==> src/rtl/dram_pkg.sv <==
// Shared definitions for the SDRAM memory tester: request-interface widths,
// FSM state encoding and the test-pattern generator constants and helpers.
package dram_pkg;

  localparam int ADDR_W = 24;
  localparam int DATA_W = 32;

  localparam logic [DATA_W-1:0] LFSR_POLY = 32'h80200003;
  localparam logic [DATA_W-1:0] LFSR_SEED = 32'hACE10001;

  typedef enum logic [2:0] {
    S_IDLE   = 3'd0,
    S_WR_REQ = 3'd1,
    S_WR_GAP = 3'd2,
    S_RD_REQ = 3'd3,
    S_RD_GAP = 3'd4,
    S_DONE   = 3'd5
  } state_t;

  // One right-shifting Galois step; taps are applied when bit 0 falls out.
  function automatic logic [DATA_W-1:0] lfsr_step(input logic [DATA_W-1:0] v);
    lfsr_step = {1'b0, v[DATA_W-1:1]} ^ (v[0] ? LFSR_POLY : 32'h0000_0000);
  endfunction

  function automatic logic [DATA_W-1:0] addr_pattern(input logic [15:0] a);
    addr_pattern = {a ^ 16'hA5A5, ~a};
  endfunction

endpackage

==> src/rtl/dram_memtest_pattern.sv <==
// Next-word test pattern selector. DRAM_MEMTEST_LFSR_EN selects a Galois LFSR
// sequence; otherwise the pattern is derived from the word address.
module dram_memtest_pattern
  import dram_pkg::*;
(
  input  logic [ADDR_W-1:0] i_addr,
  input  logic [DATA_W-1:0] i_cur,
  input  logic              i_seed,
  input  logic              i_advance,
  output logic [DATA_W-1:0] o_pattern
);

`ifdef DRAM_MEMTEST_LFSR_EN
  logic w_unused_addr;
  assign w_unused_addr = ^i_addr;

  // Seed restarts the sequence; advance steps it once per word.
  always_comb begin
    if (i_seed) begin
      o_pattern = LFSR_SEED;
    end else if (i_advance) begin
      o_pattern = lfsr_step(i_cur);
    end else begin
      o_pattern = i_cur;
    end
  end
`else
  logic w_unused_addr;
  assign w_unused_addr = ^i_addr[ADDR_W-1:16];

  // The pattern is a pure function of the address being moved to.
  always_comb begin
    if (i_seed || i_advance) begin
      o_pattern = addr_pattern(i_addr[15:0]);
    end else begin
      o_pattern = i_cur;
    end
  end
`endif

endmodule

==> src/rtl/dram_memtest.sv <==
// SDRAM memory tester: writes a pattern over [ADDR_LO, ADDR_HI], reads it back
// and reports errors. Pattern source is chosen by DRAM_MEMTEST_LFSR_EN.
module dram_memtest
  import dram_pkg::*;
#(
  parameter logic [ADDR_W-1:0] ADDR_LO = 24'h000000,
  parameter logic [ADDR_W-1:0] ADDR_HI = 24'h0003FF,
  parameter int unsigned       TIMEOUT = 1023
) (
  input  logic              clk,
  input  logic              rst,
  input  logic              start,
  output logic              busy,
  output logic              done,
  output logic              pass,
  output logic              timeout,
  output logic [15:0]       err_count,
  output logic [ADDR_W-1:0] first_err_addr,
  output logic [ADDR_W-1:0] dram_addr,
  output logic              dram_req_read,
  output logic              dram_req_write,
  output logic [DATA_W-1:0] dram_data_out,
  input  logic [DATA_W-1:0] dram_data_in,
  input  logic              dram_data_valid,
  input  logic              dram_write_complete
);

  localparam int TMO_W = (TIMEOUT > 32'd1) ? $clog2(TIMEOUT) : 1;
  localparam logic [TMO_W-1:0] TMO_LAST = TMO_W'(TIMEOUT - 32'd1);

  state_t             r_state;
  state_t             w_state_nxt;
  logic [ADDR_W-1:0]  r_addr;
  logic [ADDR_W-1:0]  w_addr_nxt;
  logic [DATA_W-1:0]  r_pattern;
  logic [DATA_W-1:0]  w_pattern_nxt;
  logic               w_seed;
  logic               w_advance;
  logic [TMO_W-1:0]   r_tmo_cnt;
  logic               r_busy;
  logic               r_done;
  logic               r_pass;
  logic               r_timeout;
  logic [15:0]        r_err_count;
  logic [ADDR_W-1:0]  r_first_err_addr;
  logic               r_req_rd;
  logic               r_req_wr;
  logic               w_req_rd_nxt;
  logic               w_req_wr_nxt;
  logic               w_busy_nxt;
  logic               w_done_nxt;

  logic w_start;
  logic w_wr_ack;
  logic w_rd_ack;
  logic w_in_req;
  logic w_tmo_hit;
  logic w_mismatch;
  logic w_at_hi;

  // Strobes only count in the phase that is waiting for them.
  assign w_start    = start && ((r_state == S_IDLE) || (r_state == S_DONE));
  assign w_wr_ack   = (r_state == S_WR_REQ) && dram_write_complete;
  assign w_rd_ack   = (r_state == S_RD_REQ) && dram_data_valid;
  assign w_in_req   = (r_state == S_WR_REQ) || (r_state == S_RD_REQ);
  assign w_tmo_hit  = w_in_req && !w_wr_ack && !w_rd_ack && (r_tmo_cnt == TMO_LAST);
  assign w_mismatch = w_rd_ack && (dram_data_in != r_pattern);
  assign w_at_hi    = (r_addr == ADDR_HI);

  dram_memtest_pattern u_pattern (
    .i_addr    (w_addr_nxt),
    .i_cur     (r_pattern),
    .i_seed    (w_seed),
    .i_advance (w_advance),
    .o_pattern (w_pattern_nxt)
  );

  // State register.
  always_ff @(posedge clk) begin
    if (rst) begin
      r_state <= S_IDLE;
    end else begin
      r_state <= w_state_nxt;
    end
  end

  // Next-state logic.
  always_comb begin
    w_state_nxt = r_state;
    case (r_state)
      S_IDLE, S_DONE: begin
        if (start) begin
          w_state_nxt = S_WR_REQ;
        end else begin
          w_state_nxt = r_state;
        end
      end
      S_WR_REQ: begin
        if (w_wr_ack) begin
          w_state_nxt = S_WR_GAP;
        end else if (w_tmo_hit) begin
          w_state_nxt = S_DONE;
        end else begin
          w_state_nxt = S_WR_REQ;
        end
      end
      S_WR_GAP: begin
        if (w_at_hi) begin
          w_state_nxt = S_RD_REQ;
        end else begin
          w_state_nxt = S_WR_REQ;
        end
      end
      S_RD_REQ: begin
        if (w_rd_ack) begin
          w_state_nxt = S_RD_GAP;
        end else if (w_tmo_hit) begin
          w_state_nxt = S_DONE;
        end else begin
          w_state_nxt = S_RD_REQ;
        end
      end
      S_RD_GAP: begin
        if (w_at_hi) begin
          w_state_nxt = S_DONE;
        end else begin
          w_state_nxt = S_RD_REQ;
        end
      end
      default: w_state_nxt = S_IDLE;
    endcase
  end

  // Output/datapath controls; request levels follow the state being entered.
  always_comb begin
    w_addr_nxt = r_addr;
    w_seed     = 1'b0;
    w_advance  = 1'b0;
    case (r_state)
      S_IDLE, S_DONE: begin
        if (start) begin
          w_addr_nxt = ADDR_LO;
          w_seed     = 1'b1;
        end else begin
          w_addr_nxt = r_addr;
        end
      end
      S_WR_GAP: begin
        if (w_at_hi) begin
          w_addr_nxt = ADDR_LO;
          w_seed     = 1'b1;
        end else begin
          w_addr_nxt = r_addr + 24'd1;
          w_advance  = 1'b1;
        end
      end
      S_RD_GAP: begin
        if (w_at_hi) begin
          w_addr_nxt = r_addr;
        end else begin
          w_addr_nxt = r_addr + 24'd1;
          w_advance  = 1'b1;
        end
      end
      default: w_addr_nxt = r_addr;
    endcase
    w_req_wr_nxt = (w_state_nxt == S_WR_REQ);
    w_req_rd_nxt = (w_state_nxt == S_RD_REQ);
    w_done_nxt   = (w_state_nxt == S_DONE);
    w_busy_nxt   = (w_state_nxt != S_IDLE) && (w_state_nxt != S_DONE);
  end

  // Registered request interface, address/pattern and response timeout.
  always_ff @(posedge clk) begin
    if (rst) begin
      r_addr    <= 24'd0;
      r_pattern <= 32'd0;
      r_req_wr  <= 1'b0;
      r_req_rd  <= 1'b0;
      r_busy    <= 1'b0;
      r_done    <= 1'b0;
      r_tmo_cnt <= '0;
    end else begin
      r_addr    <= w_addr_nxt;
      r_pattern <= w_pattern_nxt;
      r_req_wr  <= w_req_wr_nxt;
      r_req_rd  <= w_req_rd_nxt;
      r_busy    <= w_busy_nxt;
      r_done    <= w_done_nxt;
      if (!w_in_req || w_wr_ack || w_rd_ack || w_tmo_hit) begin
        r_tmo_cnt <= '0;
      end else begin
        r_tmo_cnt <= r_tmo_cnt + 1'b1;
      end
    end
  end

  // Result tracking; the first mismatch is the one seen while the count is zero.
  always_ff @(posedge clk) begin
    if (rst) begin
      r_err_count      <= 16'd0;
      r_first_err_addr <= 24'd0;
      r_timeout        <= 1'b0;
      r_pass           <= 1'b0;
    end else begin
      if (w_start) begin
        r_err_count      <= 16'd0;
        r_first_err_addr <= 24'd0;
        r_timeout        <= 1'b0;
      end else begin
        if (w_tmo_hit) begin
          r_timeout <= 1'b1;
        end
        if (w_mismatch) begin
          if (r_err_count != 16'hFFFF) begin
            r_err_count <= r_err_count + 16'd1;
          end
          if (r_err_count == 16'd0) begin
            r_first_err_addr <= r_addr;
          end
        end
      end
      r_pass <= w_done_nxt && !w_start && (r_err_count == 16'd0) && !r_timeout && !w_tmo_hit;
    end
  end

  assign busy           = r_busy;
  assign done           = r_done;
  assign pass           = r_pass;
  assign timeout        = r_timeout;
  assign err_count      = r_err_count;
  assign first_err_addr = r_first_err_addr;
  assign dram_addr      = r_addr;
  assign dram_req_read  = r_req_rd;
  assign dram_req_write = r_req_wr;
  assign dram_data_out  = r_pattern;

endmodule

==> config.mk <==
export PLATFORM = sky130hd
export DESIGN_NAME = dram_memtest
export DESIGN_NICKNAME = d
export VERILOG_FILES = /design/src/rtl/dram_pkg.sv /design/src/rtl/dram_memtest_pattern.sv /design/src/rtl/dram_memtest.sv
export SDC_FILE = /design/constraint.sdc
export NUM_CORES = 1
export LEC_CHECK = 0
export ABC_AREA = 1
export CAP_MARGIN = 30
export CORE_UTILIZATION = 46
export CTS_CLUSTER_SIZE = 30
export DETAILED_ROUTE_END_ITERATION = 10
export HOLD_SLACK_MARGIN = 0.06
export MAX_ROUTING_LAYER = met4
export PLACE_DENSITY_LB_ADDON = 0.12
export SYNTH_ARGS = -nofsm -noshare
export SYNTH_HDL_FRONTEND = slang
export SYNTH_SLANG_ARGS = --single-unit
==> constraint.sdc <==
create_clock -name clk -period 2.1 [get_ports clk]
set_clock_uncertainty 0.1 [all_clocks]
set_input_delay 0.42 -clock clk [delete_from_list [all_inputs] [get_ports clk]]
set_output_delay 0.42 -clock clk [all_outputs]
set_load 0.005 [all_outputs]
== Yosys cells after proc, flatten, opt, wreduce, memory -nomap -nowiden ==
Index checks and enable logic that the tools add are counted.

* Register bits after elaboration: 115
* Bits of input ports: 37
* Output and inout port bits: 102
* Word-level logic and storage cells: 85

* $add $sub $neg: 3
* Equality and inequality tests: 15
* Multiplexer cells: 17
* Bitwise operators: 2
* Reductions and logical operators: 35

{| class="wikitable"
|+ Operators by type and width
! cell !! count
|-
| $mux 24 || 3
|-
| $pmux 24 s3 || 1
|-
| $ne 32x32->1 || 1
|-
| $add 24x1->24 const B || 1
|-
| $eq 24x10->1 const B || 1
|-
| $mux 3 || 6
|-
| $add 16x1->16 const B || 1
|-
| $logic_not 16->1 || 1
|-
| $ne 16x16->1 const B || 1
|-
| $not 16->16 || 1
|-
| $pmux 3 s5 || 1
|-
| $logic_and 1x1->1 || 12
|-
| $add 10x1->10 const B || 1
|-
| $eq 10x10->1 const B || 1
|-
| $eq 3x2->1 const B || 3
|-
| $eq 3x3->1 const B || 3
|-
| $not 8->8 || 1
|-
| $reduce_or 2->1 || 4
|-
| $eq 3x1->1 const B || 2
|-
| $logic_not 1->1 || 6
|-
| $logic_or 1x1->1 || 6
|-
| $reduce_bool 3->1 || 2
|-
| $mux 1 || 4
|-
| $ne 2x2->1 const B || 2
|-
| other kinds (6) || 7
|}

== Depth between registers and ports, before layout ==
Gate-level depths: netlist of run 1.

* Depth after elaboration: 14
* Gate-level depth with buffers: 13
* Depth with buffers taken out: 12

== Hierarchy ==
A second synthesis of run 1 with hierarchy kept.

* Cells, all modules: 1029
* Area, all modules: 6557.5 um^2

{| class="wikitable"
|+ By module, submodules not included
! module !! times used !! cells an instance !! area each (um^2)
|-
| dram_memtest || 1 || 917 || 6072.1
|-
| dram_memtest_pattern || 1 || 112 || 485.5
|}

== Least setup slack after synthesis of run 1 ==
OpenSTA, ideal clock, no wires.

* Path type: reg2reg
* Start: register r_addr[0], in the netlist dram_addr[0]
* End: register r_pattern[16], in the netlist dram_data_out[16]
* Library setup time: 0.117 ns
* Data arrival time: 1.784 ns
* Data required time: 1.883 ns
* Slack: 0.100 ns
* Stages on the path, launching flop included: 12
* Path buffers: 0
* Clock period less this slack: 2.000 ns
* Path through: dfxtp_1 > ha_1 > nand2_2 > inv_2 > nand2_2 > nor2_8 > nand3_1 > ha_1 > o21ai_0 > a21oi_1 > o21ai_1 > a21oi_1

* Cells in the longest elaborated chain, start to end: 4
* Elaborated cells on any way between the ends: 12

{| class="wikitable"
|+ Ends and longest elaborated chain
! element !! line !! source
|-
| from (decl) || dram_memtest.sv:33 || <nowiki>logic [ADDR_W-1:0] r_addr;</nowiki>
|-
| from (signal assigned) || dram_memtest.sv:184 || <nowiki>r_addr <= w_addr_nxt;</nowiki>
|-
| $add 24x1->24 or $eq 24x10->1 (tied branches) || dram_memtest.sv:153, dram_memtest.sv:161, dram_memtest.sv:68 ||
|-
| $mux 24, or another cell as far along || dram_memtest.sv:158 || <nowiki>if (w_at_hi) begin</nowiki>
|-
| $pmux 24 s3, or another cell as far along || dram_memtest.sv:139 || <nowiki>case (r_state)</nowiki>
|-
| $not 8->8 (no source line) or $logic_or 1x1->1 (tied branches) || -- ||
|-
| to (signal assigned) || dram_memtest.sv:185 || <nowiki>r_pattern <= w_pattern_nxt;</nowiki>
|-
| to (decl) || dram_memtest.sv:35 || <nowiki>logic [DATA_W-1:0] r_pattern;</nowiki>
|}

Several ways; a longest one is shown, not always the timed one. The select of a mux whose other input is x is not followed.
A chain may end at the register's enable or synchronous reset.

== Worst setup path in the final report of run 1 ==
* Start: register r_addr[12], in the netlist dram_addr[12]
* End: output port dram_addr[12]

{| class="wikitable"
|+ RTL lines
! element !! line !! source
|-
| to (decl) || dram_memtest.sv:19 || <nowiki>output logic [ADDR_W-1:0] dram_addr,</nowiki>
|}

No word-level cell between the ends.

==> impl_summary.md, run 1 <==
Setup path
The highest fanout seen on the critical path is 6. The classification of the worst setup path is reg -> out. In this design, the stage delay of the slowest critical-path cell is approximately 0.5 ns. The kind of start point of the critical path is a flip-flop. The slack of the worst reg-to-reg path is 0.12 ns. The arrival time of data at the critical path endpoint is around 1.5 ns. In this run the critical register-to-register path is launched from dram_addr[0]. The cell family contributing the most delay on the critical path is buffers and inverters. The data required time of the critical path is around 1.6 ns. In this run the critical register-to-register path is captured at dram_data_out[16]. The endpoint class of the critical path is an output pin. Traced cell by cell, the critical path runs through buf_4, clkdlybuf4s50_1. On the critical path, the stage with the largest delay is an instance of sky130_fd_sc_hd__dfxtp_1. The critical path contains buffers and inverters numbering 2 combined. The cell depth of the worst flop-to-flop path is 11.

Detailed routing
In the routed design, unresolved DRC markers number 0. In this run the remaining antenna-violating nets after routing total 0. In the final routed layout, each cell accounts on average for 13.03 um.

For this run, the detailed router's first-pass iteration total came to 5. Wires add up to around 16000 um. The number of DRC markers after the initial detailed-route iteration is roughly 390. The vias after detailed routing is 5866. After detailed routing, the number of vias per cell comes to 4.864.

Layout
The proportion of layout cells with a drive suffix above 1 is 0.1069. The cell area after layout is ~0.0080 mm^2. The final cell utilization of the core is 0.6578. The most frequent standard cell in the layout excluding fill and tap cells is sky130_fd_sc_hd__nand2_1. The antenna diode count is 0. Leaving out fill and tap cells, the most frequent cells in the layout are 222 x sky130_fd_sc_hd__nand2_1, 140 x sky130_fd_sc_hd__nor2_1, 138 x sky130_fd_sc_hd__clkdlybuf4s50_1. The layout-stage area growth over the synthesis result is 37.53%. The number of nets in the finished design is approximately 1.1k. The non-filler instance count after layout is 1206.

STA
The count of final max-slew check failures is 0. The post-route fraction of the period consumed by the critical path is 0.9743. In this run the tightest slew margin relative to its limit is 0.6409. Setup repair after global routing could not meet its margin everywhere. At the pin with the least slew margin, the transition time is 0.5338 ns. The shortest period the worst path allows is between 2 and 2.5 ns. Setup violations remaining at the end of the flow were counted as 0. The minimum setup slack in the final design is 0.05392 ns.

For this run, the top clock speed supported by timing is 488.7 MHz. The total count of hold-check failures in the final report is 0.

CTS
The H-tree generated during clock tree synthesis spans 3 levels. TritonCTS built the clock tree. The number of gates given a new drive strength after cts is 0.

Clock-pin slew was measured on the worst setup and hold paths at ~0.070 ns. The clock latency on the worst-skew pair is around 0.36 ns. The clock passes through at most 2 buffers.

The number of clock sinks is 107. Post-CTS timing repair inserted 0 buffers for setup. The cell at the root of the clock tree is sky130_fd_sc_hd__clkbuf_16. Hold repair after CTS inserted 0 buffers.

The number of buffers inserted during clock tree synthesis is 9.

Flow run
Max-cap violations in this run came to 0.

Power
VDD sags by at most between 0.3 and 0.4 mV. The overall power is 4.585 mW. The power density of the placed cells is around 570 mW/mm^2. Summed over all cells, the static leakage comes to 3.361 nW.

Synth
The netlist area before placement is around 0.006 mm^2. The cell count after synthesis is between 800 and 900. The count of yosys warnings during synthesis is 0. Each instance of the synthesized netlist takes up on average approximately 6.8 um^2. By area the synthesized netlist is led by sky130_fd_sc_hd__dfxtp_1 37%, sky130_fd_sc_hd__nand2_1 14%, sky130_fd_sc_hd__nor2_1 9.0%.

The share of synthesized area in the top cell type comes to 0.3668. The share of the Yosys chip area taken by registers is 0.3668. The number of nets handed over by synthesis was just over 900.

The number of different library cells used by synthesis comes to 39. The count of state elements after synthesis is between 100 and 150. The largest total area in the synthesized netlist belongs to sky130_fd_sc_hd__dfxtp_1.

Floorplanning
The die is 114.7 um tall. The standard cell core area is ~0.012 mm^2. The initial standard-cell utilization of the core is 0.4783.

The number of placement rows is 40. During I/O placement, the number of pins put on the boundary was 139. The die covers about 0.013 mm^2. The floorplan die width is ~110 um.

Place
After legalization and detailed placement, the total HPWL measured 11720 um. Counting tap cells, the placed design contains a total of between 1k and 1.5k instances. Prior to clock tree synthesis, the placed netlist has a worst setup slack of -0.1523 ns. The final estimated routing congestion in global placement is 0.9192. The number of port buffers is ~140. The placed instances occupy a cell area of between 0.007 and 0.008 mm^2.

Worst hold path
The launch instance of the worst min-delay path is r_tmo_cnt[0]. The class of the worst hold path is reg -> reg. The path with the worst hold slack has its endpoint at r_tmo_cnt[0]. Counting instances, the worst hold path has a depth of 1.

Global route
The total grt overflow is 0. The overall track demand over capacity in global routing is 0.2573. The via count of the first global-routing pass is 5420. The number of antenna violations at the first check in global routing was 0. The largest net degree at the start of global routing is 39. The global-route wire length before repair is approximately 26000 um.

Outcome
The flow ran to the end, and the final reports show no timing, DRC or antenna violations.
[registers in the layout (all words and copies together), names as in the netlist]
signal / count
dram_addr: 24
dram_data_out: 24
first_err_addr: 24
err_count: 16
r_tmo_cnt: 10
r_state: 3
busy: 1
done: 1
dram_req_read: 1
dram_req_write: 1
pass: 1
timeout: 1
[metrics by stage]
stage,hold slack (ns),setup TNS (ns)
after detailed placement,0.3566,-4.754
after global routing,0.3932,-0.01271
after global placement,0.3444,-3.758
after floorplan,0.3297,0
final,0.3708,0
after CTS,0.3761,0
[synthesized netlist by cell type]
master / n
sky130_fd_sc_hd__a211oi_1: 1
sky130_fd_sc_hd__a21oi_1: 54
sky130_fd_sc_hd__a21oi_2: 1
sky130_fd_sc_hd__a31oi_1: 2
sky130_fd_sc_hd__buf_1: 1
sky130_fd_sc_hd__buf_2: 3
sky130_fd_sc_hd__buf_4: 13
sky130_fd_sc_hd__buf_6: 4
sky130_fd_sc_hd__clkbuf_1: 9
sky130_fd_sc_hd__clkinv_1: 1
sky130_fd_sc_hd__dfxtp_1: 107
sky130_fd_sc_hd__ha_1: 6
sky130_fd_sc_hd__inv_1: 91
sky130_fd_sc_hd__inv_2: 9
sky130_fd_sc_hd__nand2_1: 222
sky130_fd_sc_hd__nand2_2: 9
sky130_fd_sc_hd__nand2_4: 3
sky130_fd_sc_hd__nand3_1: 38
sky130_fd_sc_hd__nand3_2: 5
sky130_fd_sc_hd__nand3_4: 1
sky130_fd_sc_hd__nand3b_1: 3
sky130_fd_sc_hd__nand4_1: 34
sky130_fd_sc_hd__nand4_2: 1
sky130_fd_sc_hd__nor2_1: 140
sky130_fd_sc_hd__nor2_2: 7
sky130_fd_sc_hd__nor2_4: 3
sky130_fd_sc_hd__nor2_8: 1
sky130_fd_sc_hd__nor3_1: 15
sky130_fd_sc_hd__nor3_2: 1
sky130_fd_sc_hd__nor3_4: 1
sky130_fd_sc_hd__nor3b_1: 1
sky130_fd_sc_hd__nor4_1: 2
sky130_fd_sc_hd__nor4_2: 1
sky130_fd_sc_hd__o211ai_1: 5
sky130_fd_sc_hd__o21a_1: 2
sky130_fd_sc_hd__o21ai_0: 12
sky130_fd_sc_hd__o21ai_1: 8
sky130_fd_sc_hd__xnor2_1: 28
sky130_fd_sc_hd__xor2_1: 19
[worst max-delay path by stage]
stage                                 from            endpoint  slack (ns)  cells after the start
after global routing          dram_addr[0]       dram_addr[17]       -0.01                     13
after CTS                     dram_addr[0]   dram_data_out[16]        0.02                     11
final                        dram_addr[12]       dram_addr[12]        0.05                      2
after global placement    dram_data_in[24]  first_err_addr[11]       -0.10                     12
after floorplan               dram_addr[0]   dram_data_out[16]         0.1                     11
after detailed placement             start        err_count[0]       -0.15                      7
[logic make-up (layout without fill, tap and decap cells)]
family,after synthesis,count (layout),synth area share
AND/OR/NAND/NOR,488,488,0.3742
buffers and inverters,131,305,0.09833
adder cells (fa/ha/maj),6,6,0.01285
XOR/XNOR,47,47,0.07048
AO/OA/AOI/OAI,85,85,0.07734
flip-flops,107,107,0.3668
[per-layer routing]
metal  vias up  GRT usage  routed length (um)  part of all wire
met5         -          -                   0                 0
met4         0    0.09177                 332             0.021
met3        23    0.03176                 735             0.047
met2       162     0.4141                7089              0.45
met1      2603     0.3326                7553              0.48
li1       3078          -                   -                 -
[area by class of cell]
cell class / instances / area, um^2
Inverter: 101 / 379.1
Clock buffer: 10 / 239.0
Clock inverter: 6 / 88.84
Sequential cell: 107 / 2142
Fill cell: 1152 / 4179
Tap cell: 168 / 210.2
Multi-Input combinational cell: 626 / 3154
Timing Repair Buffer: 188 / 1819
[report_power, final]
group / switching, mW / internal [mW] / total, mW
combinational: 0.281 / 0.312 / 0.592
clock: 0.781 / 1.08 / 1.86
sequential: 0.0566 / 2.08 / 2.13
total: 1.12 / 3.47 / 4.59
No activity file was read; power rests on OpenSTA's default activity.
==> inputs of run 2 (changes only) <==
CORE_UTILIZATION = 47   (was 46)
CTS_BUF_LIST = sky130_fd_sc_hd__clkbuf_4 sky130_fd_sc_hd__clkbuf_8   (was unset)
==> run 2 against run 1 <==
Net effect:
- clock-buffer cell count is the same
- highest routed layer unchanged
- via count is 1.6% higher
- routed wire length increased by 2.6%
- cell area shrank 1.7%
==> impl_summary.md, run 2 (same netlist as run 1, synthesis figures left out) <==
Setup path
The library cell contributing the largest single delay on the critical path is sky130_fd_sc_hd__clkdlybuf4s50_1. The endpoint class of the critical path is an output pin. The kind of start point of the critical path is a flip-flop. The critical path goes through clkdlybuf4s50_1. The launch point of the worst reg-to-reg path is dram_addr[0]. The cell depth of the worst flop-to-flop path is 11 (unchanged). The most critical setup path has its endpoint at dram_addr[12].

The critical path starts at dram_addr[12]. By startpoint and endpoint, the worst setup path is classified as reg -> out. The total stage count of the critical path came to 1 (-1).

The data required time of the critical path is 1.58 ns (about the same). The delay of the slowest cell on the worst path is 0.60 ns (+0.09 ns). The buffer and inverter count on the worst path was 1 (-1). The end of the worst register-to-register path is dram_data_out[16].

The slack of the worst reg-to-reg path is 0.10 ns (-0.02 ns). The highest fanout seen on the critical path is 7 (+1). On the critical path the largest part of the delay comes from buffers and inverters. The arrival time of data at the critical path endpoint is 1.51 ns (-0.02 ns).

Place
The placed wire-length estimate came to 12070 um (+3.0%). The final estimated routing congestion in global placement was 0.9497 (+3.3%). The pre-CTS setup slack came to -0.1826 ns (-0.03025 ns). The number of port buffers is 138 (unchanged).

Global route
The via count of the first global-routing pass came to 5467 (+0.87%). The number of antenna violations at the first check in global routing came to 0 (unchanged). The overall track demand over capacity in global routing is 0.2626 (+0.005225).

The total grt overflow was 0 (unchanged). The global-route wire length before repair is 26280 um (+1.1%). The largest net degree at the start of global routing is 49 (+26%).

Power
The worst ir drop on vdd came to 0.4214 mV (+7.3%). The cell leakage power is 3.306 nW (-1.7%). The power density of the placed cells is 509.8 mW/mm^2 (-11%). The overall power is 4.027 mW (-12%).

CTS
The number of buffers added to fix hold violations after cts was 0 (unchanged). The number of clock sinks is 107 (unchanged). The clock-pin transition on the worst setup and hold timing paths came to 0.10 ns (+0.03 ns). The clock latency on the worst-skew pair was 0.38 ns (+0.02 ns). The level count of the clock H-tree is 3 (unchanged).

The TritonCTS clock tree is built. The largest buffer count on any clock path was 2 (unchanged). The cell at the root of the clock tree is sky130_fd_sc_hd__clkbuf_8.

The number of buffers inserted during clock tree synthesis is 9 (unchanged).

Layout
The area growth from synthesis to layout is 35.24%. The number of nets in the finished design came to 1078 (+0.19%). Leaving out fill and tap cells, the most frequent cells in the layout are 222 x sky130_fd_sc_hd__nand2_1, 140 x sky130_fd_sc_hd__nor2_1, 138 x sky130_fd_sc_hd__clkdlybuf4s50_1. The proportion of layout cells with a drive suffix above 1 is 0.1125 (+0.005564). The most frequent standard cell in the layout excluding fill and tap cells is sky130_fd_sc_hd__nand2_1. The antenna diode count is 0 (unchanged).

STA
The total count of hold-check failures in the final report is 0 (unchanged). The minimum setup slack in the final design was 0.06792 ns (+0.01400 ns). The shortest period the worst path allows came to 2.032 ns (-0.01400 ns). The worst hold slack is 0.3742 ns (+0.003396 ns). The post-route fraction of the period consumed by the critical path is 0.9677 (-0.006666).

The total negative setup slack came to 0 ns (unchanged). The transition time of the tightest slew-check pin is 0.4859 ns (-0.04783 ns). The number of setup violations in the final report came to 0 (unchanged). The headroom to the max-slew limit came to 0.6730 (+0.03218). The count of final max-slew check failures is 0 (unchanged). The achievable clock frequency is 492.1 MHz (+0.69%).

Floorplanning
The number of placement rows is 40 (unchanged). The floorplan die width was 113.5 um (-1.1%). The total die area came to 0.01288 mm^2 (-2.1%). The number of top-level pins was 139 (unchanged). The standard cell core area is 0.01206 mm^2 (-1.2%). The initial standard-cell utilization of the core is 0.4842 (+0.005954).

The die height is 113.5 um (-1.1%).

Flow run
The number of violations of the max-capacitance limit was 0 (unchanged).

Detailed routing
The total DRC errors in the routed layout is 0 (unchanged). The average vias per placed instance is 4.931 (+1.4%). The average wire per cell in the routed design is 13.35 um (+2.5%). The first-pass detailed-route iteration total is 5 (unchanged). The vias after detailed routing is 5957 (+1.6%). The total wirelength of the detailed-routed design is 16120 um (+2.6%).

The number of DRC markers after the initial detailed-route iteration is 375 (-3.4%). The number of nets with antenna violations after routing is 0 (unchanged).

Outcome
The flow ran to the end, and the final reports show no timing, DRC or antenna violations.

Worst hold path
The class of the worst hold path is reg -> reg.
run 2: cell count changes in the layout (fill, tap and decap cells not counted), moves of 2 or more:
cell / previous run / this run
sky130_fd_sc_hd__nand2_4: 2 / 5
sky130_fd_sc_hd__buf_4: 45 / 49
sky130_fd_sc_hd__clkbuf_8: 1 / 9
sky130_fd_sc_hd__nand2_2: 9 / 7
sky130_fd_sc_hd__clkbuf_16: 9 / 0
sky130_fd_sc_hd__dfxtp_1: 107 / 105
sky130_fd_sc_hd__buf_12: 5 / 3
sky130_fd_sc_hd__dfxtp_2: 0 / 2
run 2: timing repair:
item	in CTS	in global routing
endpoints found under the setup margin	1	26
pin swaps	0	3
resized for setup	1	9
setup buffers	0	5
endpoints found under the hold margin	0	0
run 2: routing by layer:
| layer | vias to the layer above | routed length (um) | track usage |
|---|---|---|---|
| met5 | - | 0 | - |
| li1 | 3078 | - | - |
| met1 | 2688 | 7155 | 0.3119 |
| met3 | 23 | 888 | 0.05260 |
| met2 | 168 | 7903 | 0.4537 |
| met4 | 0 | 176 | 0.06579 |
run 2: metrics by stage:
stage | instances | area (um^2) | util
after floorplan | 864 | 5841 | -
after global placement | 1187 | 7627 | 0.6324
after detailed placement | 1187 | 7627 | 0.6324
after CTS | 1203 | 7829 | 0.6491
after global routing | 1208 | 7899 | 0.6549
final | 1208 | 7899 | 0.6549
run 2: worst min path at each step:
stage | start | endpoint | slack, ns | cells past startpoint
floorplan | r_tmo_cnt[0] | r_tmo_cnt[0] | 0.33 | 1
detailed placement | r_tmo_cnt[0] | r_tmo_cnt[0] | 0.36 | 1
global placement | r_tmo_cnt[0] | r_tmo_cnt[0] | 0.35 | 1
CTS | r_tmo_cnt[0] | r_tmo_cnt[0] | 0.38 | 1
global route | r_tmo_cnt[0] | r_tmo_cnt[0] | 0.41 | 1
finish | r_tmo_cnt[0] | r_tmo_cnt[0] | 0.37 | 1
run 2: cell type report:
type | instances | area (um^2)
clock inverters | 6 | 66.31
fillers | 1110 | 4163
flip-flops and latches | 107 | 2145
repair buffers | 190 | 1809
clock buffers | 10 | 131.4
inverters | 101 | 379.1
well taps | 168 | 210.2
multi-input cells | 626 | 3158
run 2: power by group:
part	total, mW	internal, mW	switching (mW)
combinational	0.609	0.323	0.286
sequential	2.14	2.08	0.0604
clock	1.28	0.564	0.715
total	4.03	2.97	1.06
